===== src/rtl/idelay_tap_ctrl_if.sv =====
// Command/response handshake and per-lane strobe bus between PHY calibration and the delay lanes.
// master = calibration logic plus delay primitives; slave = idelay_tap_ctrl.
interface idelay_tap_ctrl_if #(
    parameter int LANES = 4
);
    logic               cmd_valid;
    logic               cmd_ready;
    logic [2:0]         cmd_lane;
    logic [1:0]         cmd_op;
    logic [4:0]         cmd_value;
    logic               rsp_valid;
    logic [4:0]         rsp_tap;
    logic               rsp_err;
    logic [LANES-1:0]   dly_ld;
    logic [LANES-1:0]   dly_ce;
    logic               dly_inc;
    logic [4:0]         dly_cntvaluein;
    logic [5*LANES-1:0] dly_cntvalueout;

    modport master (
        output cmd_valid, cmd_lane, cmd_op, cmd_value, dly_cntvalueout,
        input  cmd_ready, rsp_valid, rsp_tap, rsp_err,
        input  dly_ld, dly_ce, dly_inc, dly_cntvaluein
    );

    modport slave (
        input  cmd_valid, cmd_lane, cmd_op, cmd_value, dly_cntvalueout,
        output cmd_ready, rsp_valid, rsp_tap, rsp_err,
        output dly_ld, dly_ce, dly_inc, dly_cntvaluein
    );
endinterface


===== src/rtl/idelay_tap_ctrl.sv =====
// Tap sequencer for VAR_LOAD input-delay lanes: turns load/step/reset commands into LD/CE/INC
// strobes, clamps relative moves at taps 0 and 31, settles, then reports the read-back tap.
module idelay_tap_ctrl #(
    parameter int LANES         = 4,
    parameter int SETTLE_CYCLES = 4
) (
    input logic              sys_clk,
    input logic              sys_rst,
    idelay_tap_ctrl_if.slave bus
);
    localparam int              SW          = $clog2(SETTLE_CYCLES + 1);
    localparam logic [3:0]      LANES_W     = 4'(LANES);
    localparam logic [SW-1:0]   SETTLE_LAST = SW'(SETTLE_CYCLES - 1);

    typedef enum logic [2:0] {
        S_IDLE,
        S_LOAD,
        S_STEP,
        S_SETTLE,
        S_RESP
    } state_e;

    state_e        state_q, state_d;
    logic [2:0]    lane_q, lane_d;
    logic [4:0]    loadVal_q, loadVal_d;
    logic [4:0]    exp_q, exp_d;
    logic          clamp_q, clamp_d;
    logic          dir_q, dir_d;
    logic [4:0]    steps_q, steps_d;
    logic          phase_q, phase_d;
    logic [SW-1:0] settle_q, settle_d;
    logic [4:0]    rspTap_q, rspTap_d;
    logic          rspErr_q, rspErr_d;

    logic [4:0]    cur;
    logic [4:0]    rb;
    logic          badLane;
    logic [5:0]    sum;
    logic [6:0]    diff;
    logic [4:0]    relExp;
    logic [4:0]    k;

    function automatic logic [4:0] tapOf(input logic [5*LANES-1:0] vec, input logic [2:0] lane);
        logic [4:0] t;
        t = '0;
        for (int i = 0; i < LANES; i++) begin
            if (lane == 3'(i)) t = vec[5*i +: 5];
        end
        return t;
    endfunction

    // Relative targets are worked out in wider arithmetic so a move saturates instead of wrapping.
    always_comb begin
        cur     = tapOf(bus.dly_cntvalueout, bus.cmd_lane);
        rb      = tapOf(bus.dly_cntvalueout, lane_q);
        badLane = ({1'b0, bus.cmd_lane} >= LANES_W);
        sum     = {1'b0, cur} + {1'b0, bus.cmd_value};
        diff    = {2'b00, cur} - {2'b00, bus.cmd_value};
        if (bus.cmd_op == 2'b01) begin
            relExp = sum[5] ? 5'd31 : sum[4:0];
        end else begin
            relExp = diff[6] ? 5'd0 : diff[4:0];
        end
        k = (relExp >= cur) ? (relExp - cur) : (cur - relExp);
    end

    always_ff @(posedge sys_clk or posedge sys_rst) begin
        if (sys_rst) begin
            state_q   <= S_IDLE;
            lane_q    <= '0;
            loadVal_q <= '0;
            exp_q     <= '0;
            clamp_q   <= 1'b0;
            dir_q     <= 1'b0;
            steps_q   <= '0;
            phase_q   <= 1'b0;
            settle_q  <= '0;
            rspTap_q  <= '0;
            rspErr_q  <= 1'b0;
        end else begin
            state_q   <= state_d;
            lane_q    <= lane_d;
            loadVal_q <= loadVal_d;
            exp_q     <= exp_d;
            clamp_q   <= clamp_d;
            dir_q     <= dir_d;
            steps_q   <= steps_d;
            phase_q   <= phase_d;
            settle_q  <= settle_d;
            rspTap_q  <= rspTap_d;
            rspErr_q  <= rspErr_d;
        end
    end

    always_comb begin
        state_d   = state_q;
        lane_d    = lane_q;
        loadVal_d = loadVal_q;
        exp_d     = exp_q;
        clamp_d   = clamp_q;
        dir_d     = dir_q;
        steps_d   = steps_q;
        phase_d   = phase_q;
        settle_d  = '0;
        rspTap_d  = rspTap_q;
        rspErr_d  = rspErr_q;

        case (state_q)
            S_IDLE: begin
                if (bus.cmd_valid) begin
                    lane_d  = bus.cmd_lane;
                    dir_d   = (bus.cmd_op == 2'b01);
                    phase_d = 1'b0;
                    if (badLane) begin
                        rspTap_d = '0;
                        rspErr_d = 1'b1;
                        state_d  = S_RESP;
                    end else if (bus.cmd_op == 2'b00 || bus.cmd_op == 2'b11) begin
                        loadVal_d = (bus.cmd_op == 2'b00) ? bus.cmd_value : 5'd0;
                        exp_d     = (bus.cmd_op == 2'b00) ? bus.cmd_value : 5'd0;
                        clamp_d   = 1'b0;
                        state_d   = S_LOAD;
                    end else begin
                        exp_d   = relExp;
                        clamp_d = (k != bus.cmd_value);
                        steps_d = k;
                        state_d = (k == 5'd0) ? S_SETTLE : S_STEP;
                    end
                end
            end
            S_LOAD: state_d = S_SETTLE;
            // Each step is one CE-high cycle followed by one CE-low cycle.
            S_STEP: begin
                phase_d = ~phase_q;
                if (phase_q) begin
                    steps_d = steps_q - 5'd1;
                    if (steps_q == 5'd1) state_d = S_SETTLE;
                end
            end
            S_SETTLE: begin
                settle_d = settle_q + SW'(1);
                if (settle_q == SETTLE_LAST) begin
                    rspTap_d = rb;
                    rspErr_d = clamp_q | (rb != exp_q);
                    settle_d = '0;
                    state_d  = S_RESP;
                end
            end
            S_RESP:  state_d = S_IDLE;
            default: state_d = S_IDLE;
        endcase
    end

    // Strobes decode from the state register so an asynchronous reset drops them at once.
    always_comb begin
        bus.dly_ld = '0;
        bus.dly_ce = '0;
        for (int i = 0; i < LANES; i++) begin
            bus.dly_ld[i] = (state_q == S_LOAD) && (lane_q == 3'(i));
            bus.dly_ce[i] = (state_q == S_STEP) && !phase_q && (lane_q == 3'(i));
        end
    end

    assign bus.dly_inc        = (state_q == S_STEP) && dir_q;
    assign bus.dly_cntvaluein = (state_q == S_LOAD) ? loadVal_q : 5'd0;
    assign bus.cmd_ready      = (state_q == S_IDLE) && !sys_rst;
    assign bus.rsp_valid      = (state_q == S_RESP);
    assign bus.rsp_tap        = rspTap_q;
    assign bus.rsp_err        = rspErr_q;
endmodule


===== src/flat_wrapper.sv =====
// flat-port wrapper written by rule: the top's interface ports become plain ports
module idelay_tap_ctrl_flat 
#(
    parameter int LANES         = 4,
    parameter int SETTLE_CYCLES = 4
)
  (sys_clk, sys_rst, bus_cmd_valid, bus_cmd_lane, bus_cmd_op, bus_cmd_value, bus_dly_cntvalueout, bus_cmd_ready, bus_rsp_valid, bus_rsp_tap, bus_rsp_err, bus_dly_ld, bus_dly_ce, bus_dly_inc, bus_dly_cntvaluein);
  idelay_tap_ctrl_if #(.LANES(LANES)) bus_i ();
  input logic sys_clk;
  input logic sys_rst;
  input wire logic [$bits(bus_i.cmd_valid)-1:0] bus_cmd_valid;
  input wire logic [$bits(bus_i.cmd_lane)-1:0] bus_cmd_lane;
  input wire logic [$bits(bus_i.cmd_op)-1:0] bus_cmd_op;
  input wire logic [$bits(bus_i.cmd_value)-1:0] bus_cmd_value;
  input wire logic [$bits(bus_i.dly_cntvalueout)-1:0] bus_dly_cntvalueout;
  output wire logic [$bits(bus_i.cmd_ready)-1:0] bus_cmd_ready;
  output wire logic [$bits(bus_i.rsp_valid)-1:0] bus_rsp_valid;
  output wire logic [$bits(bus_i.rsp_tap)-1:0] bus_rsp_tap;
  output wire logic [$bits(bus_i.rsp_err)-1:0] bus_rsp_err;
  output wire logic [$bits(bus_i.dly_ld)-1:0] bus_dly_ld;
  output wire logic [$bits(bus_i.dly_ce)-1:0] bus_dly_ce;
  output wire logic [$bits(bus_i.dly_inc)-1:0] bus_dly_inc;
  output wire logic [$bits(bus_i.dly_cntvaluein)-1:0] bus_dly_cntvaluein;
  assign bus_i.cmd_valid = bus_cmd_valid;
  assign bus_i.cmd_lane = bus_cmd_lane;
  assign bus_i.cmd_op = bus_cmd_op;
  assign bus_i.cmd_value = bus_cmd_value;
  assign bus_i.dly_cntvalueout = bus_dly_cntvalueout;
  assign bus_cmd_ready = bus_i.cmd_ready;
  assign bus_rsp_valid = bus_i.rsp_valid;
  assign bus_rsp_tap = bus_i.rsp_tap;
  assign bus_rsp_err = bus_i.rsp_err;
  assign bus_dly_ld = bus_i.dly_ld;
  assign bus_dly_ce = bus_i.dly_ce;
  assign bus_dly_inc = bus_i.dly_inc;
  assign bus_dly_cntvaluein = bus_i.dly_cntvaluein;
  idelay_tap_ctrl #(.LANES(LANES), .SETTLE_CYCLES(SETTLE_CYCLES)) u_core (.sys_clk(sys_clk), .sys_rst(sys_rst), .bus(bus_i));
endmodule

===== config.mk =====
export PLATFORM = sky130hd
export DESIGN_NAME = idelay_tap_ctrl_flat
export DESIGN_NICKNAME = d
export VERILOG_FILES = /design/src/rtl/idelay_tap_ctrl_if.sv /design/src/rtl/idelay_tap_ctrl.sv /design/src/flat_wrapper.sv
export SDC_FILE = /design/constraint.sdc
export NUM_CORES = 1
export LEC_CHECK = 0
export BUFFER_PORTS_ARGS = -buffer_cell sky130_fd_sc_hd__buf_2
export CAP_MARGIN = 15
export CELL_PAD_IN_SITES_DETAIL_PLACEMENT = 2
export CELL_PAD_IN_SITES_GLOBAL_PLACEMENT = 2
export CORE_MARGIN = 3
export CORE_UTILIZATION = 37
export CTS_BUF_LIST = sky130_fd_sc_hd__clkbuf_4
export DETAILED_ROUTE_END_ITERATION = 8
export PLACE_DENSITY_LB_ADDON = 0.1
export SETUP_SLACK_MARGIN = 0.3
export SYNTH_ARGS = -nofsm -noshare
export SYNTH_HDL_FRONTEND = slang
export SYNTH_SLANG_ARGS = --single-unit

===== constraint.sdc =====
create_clock -name sys_clk -period 5.6 [get_ports sys_clk]
set_clock_uncertainty 0.15 [all_clocks]
set_input_delay 0.84 -clock sys_clk [delete_from_list [all_inputs] [get_ports sys_clk]]
set_output_delay 0.84 -clock sys_clk [all_outputs]
set_load 0.1 [all_outputs]

==> metrics.md <==
| Metric | Value |
|---|---|
| Largest fanout of any net on the critical path | 16 |
| Total of buffers placed on input and output ports | 54 |
| Largest net degree at the start of global routing | 34 |
| CP peak stage delay | around 0.50 ns |
| Critical path startpoint category | input pin |
| Final setup violation count | 0 |
| Leakage power total | around 1.7 nW |
| Cell with the biggest individual delay on the critical path | sky130_fd_sc_hd__or4_1 |
| Remaining antenna violation count | 0 |
| Clock-pin slew on the worst setup and hold paths | 0.11 ns |
| Die Width | 95.09 µm |
| Post-synthesis instance total | 338 |
| Total Negative Setup Slacks | 0 ns |
| Number of clock buffers inserted by TritonCTS | 5 |
| Iteration-0 DRC Markers | 86 |
| Number of global-route vias before repair | 2990 |
| I/O Pins | 55 |
| Portion of the post-synthesis area used by sequential elements | 28.12% |
| Mean area per synthesized cell | 8.688 µm² |
| EDFF count, synth | 0 |
| Number of nets in the layout | roughly 460 |
| Count of unresolved DRC violations after routing | 0 |
| Power density relative to cell area | 472.4 nW/µm² |
| Summed instance area of the synthesized netlist | 2937 µm² |
| Period Utilization, post-route | 90.22% |
| Unrepaired setup endpoints after global routing | no |
| HPWL reported at the end of detailed placement | ~7700 µm |
| Worst path top cell family by delay | compound AO/OA/AOI/OAI gates |
| Flops & latches, synth | 33 |
| Router iterations before antenna repair | 4 |
| Relative slew slack | 49.97% |
| Final critical-path required period | 5.052 ns |
| Critical path cell sequence | clkbuf_4 -> nor2b_1 -> a211oi_1 -> a211oi_2 -> ha_1 -> nor2b_1 -> o21ai_0 -> a21oi_1 -> o21ai_1 -> nand3b_1 -> a22o_1 -> inv_1 -> ha_1 -> nor2b_4 -> o31a_4 -> o22ai_2 -> mux2i_1 -> xnor2_1 -> or4_1 -> a31oi_1 |
| Yosys cell types | between 40 and 50 |
| Largest buffer count on any clock path | 2 |
| Setup WS post-layout | about 0.55 ns |
| DR vias/cell | about 5.5 |
| Die Area | 9041 µm² |
| Chip Height | 95.09 µm |
| Highest ir drop seen on vdd | around 0.13 mV |
| Final hold slack | 0.3074 ns |
| Pre-CTS setup slack | -0.05812 ns |
| Data required time of the critical path | between 5 and 6 ns |
| Leading cell type in the layout, fill and taps excluded | sky130_fd_sc_hd__buf_2 |
| Worst Tran Pin Value | 0.7489 ns |
| Area growth from synthesis to layout | 17.60% |
| Root Driver | sky130_fd_sc_hd__clkbuf_4 |
| Share of layout cells above drive strength 1 | 22.47% |
| Hold Fails Final Rpt | 0 |
| Fmax | 197.9 MHz |
| Core Rows | 31 |
| Worst Setup Path Type | in -> reg |
| Main synth FF type | sky130_fd_sc_hd__dfrtp_1 |
| Endpoint type of the worst setup path | flip-flop |
| Number of warnings reported in the yosys synthesis log | 0 |
| Detail-routed net length per standard cell | about 19 µm |
| Max Cap Viol | 0 |
| Total inserted antenna cells | 0 |
| Overall Global Routing Usage | 21.79% |
| Final weighted congestion in routability-driven placement | between 0.8 and 0.9 |
| Via count of the routed design | 2708 |
| First-pass GRT wire length | about 15000 µm |
| Nets in the synthesized netlist | 400 |
| Total grt overflow | 0 |
| Core Area | 7486 µm² |
| TritonCTS clock tree | built |
| Antenna violations before repair | 0 |
| Crit path buffers/inverters | 2 |
| Total number of H-tree levels | 2 |
| Data arrival time at the worst-slack endpoint | 5.17 ns |
| Total Wirelength | approximately 9400 µm |
| Status | finished, final reports clean |
| Later-pin clock latency in the skew report | roughly 0.34 ns |
| Final Slew Violations | 0 |
| Type of the worst min-delay path | reg -> reg |
| Post-synth ARST share | 100.0% |
| Initial Util | 39.23% |
| Most used cells in the layout excluding fill and tap cells | sky130_fd_sc_hd__buf_2 (53), sky130_fd_sc_hd__dfrtp_1 (33), sky130_fd_sc_hd__inv_1 (29) |
| Clock sink total | 33 |
power by group:
part,leakage [nW],internal (W),total (W),switching (W)
Combinational,1.21,0.000337,0.000949,0.000612
Clock,0.0552,0.000138,0.000227,0.0000883
Sequential,0.410,0.000338,0.000456,0.000118
Total,1.68,0.000813,0.00163,0.000819
path summary, 6_finish.rpt:
check | from | endpoint | slack (ns) | depth (start not counted)
max | bus_cmd_lane[1] | u_core.state_q[0] | 0.55 | 20
min | u_core.settle_q[0] | u_core.settle_q[0] | 0.31 | 1
max reg2reg | u_core.state_q[1] | u_core.exp_q[4] | 3.38 | 6
min reg2reg | u_core.settle_q[0] | u_core.settle_q[0] | 0.31 | 1
max in group asynchronous | sys_rst | u_core.loadVal_q[0] | 4.53 | 3
min in group asynchronous | sys_rst | u_core.settle_q[1] | 0.44 | 3
cell usage after synthesis, types with 7 or more instances:
cell                        n  area [µm²]
sky130_fd_sc_hd__dfrtp_1   33       825.8
sky130_fd_sc_hd__inv_1     29       108.9
sky130_fd_sc_hd__nand2_1   27       101.4
sky130_fd_sc_hd__nor2_1    26       97.59
sky130_fd_sc_hd__ha_1      25       312.8
sky130_fd_sc_hd__o21ai_0   22       110.1
sky130_fd_sc_hd__a21oi_1   17       85.08
sky130_fd_sc_hd__xnor2_1   16       140.1
sky130_fd_sc_hd__a211oi_1  10       75.07
sky130_fd_sc_hd__and2_1    10       62.56
sky130_fd_sc_hd__nor3_1    10       50.05
sky130_fd_sc_hd__clkbuf_1   9       33.78
sky130_fd_sc_hd__mux2i_1    9       90.09
sky130_fd_sc_hd__a21o_1     8       60.06
sky130_fd_sc_hd__nor2b_1    8       50.05
sky130_fd_sc_hd__a22o_1     7       61.31
repair_timing:
item	4_1_cts	5_1_grt
buffers inserted	0	1
gates resized for setup	1	4
pin swaps	0	1
hold buffers	0	0
gates cloned	0	0
endpoints found under the setup margin	1	3
cell type report:
cell class                      count  area (µm²)
Clock buffer                        5       37.54
Tap cell                           99       123.9
Timing Repair Buffer               63       340.3
Multi-Input combinational cell    263        1952
Inverter                           29       108.9
Fill cell                         884        4033
Clock inverter                      3       65.06
Sequential cell                    33       825.8
metrics by stage:
| step | utilization, % | total power (W) | cells | area (µm²) |
|---|---|---|---|---|
| 2_1_floorplan | - | 0.001182 | 338 | 2937 |
| 3_3_place_gp | 44.43 | 0.001372 | 486 | 3326 |
| 3_5_place_dp | 44.43 | 0.001410 | 486 | 3326 |
| 4_1_cts | 45.80 | 0.001644 | 494 | 3428 |
| 5_1_grt | 46.13 | 0.001764 | 495 | 3453 |
| 6_report | 46.13 | 0.001631 | 495 | 3453 |
flip-flops by register name (all words and copies together), names as in the netlist:
register	cells
u_core.steps_q	5
u_core.state_q	3
u_core.exp_q	5
u_core.phase_q	1
u_core.settle_q	3
u_core.bus.rsp_err	1
u_core.bus.rsp_tap	5
u_core.clamp_q	1
u_core.loadVal_q	5
u_core.dir_q	1
u_core.lane_q	3
logic make-up after synthesis:
family                     Yosys count  synth area share [%]
buffers and inverters               42                 5.922
DFF                                 33                 28.12
xor gates and xnor gates            16                 4.772
AOI/OAI and AO/OA                   88                 20.15
muxes                               17                 8.053
adders and majority gates           29                 13.38
and+or+nand+nor                    113                 19.60
metal layers:
| metal | GRT usage (%) | wire length, µm |
|---|---|---|
| met1 | 26.99 | 4233 |
| met2 | 40.29 | 4880 |
| met3 | 2.684 | 228 |
| met4 | 4.447 | 103 |
| met5 | 0 | 0 |
No activity file was read; power rests on OpenSTA's default activity.
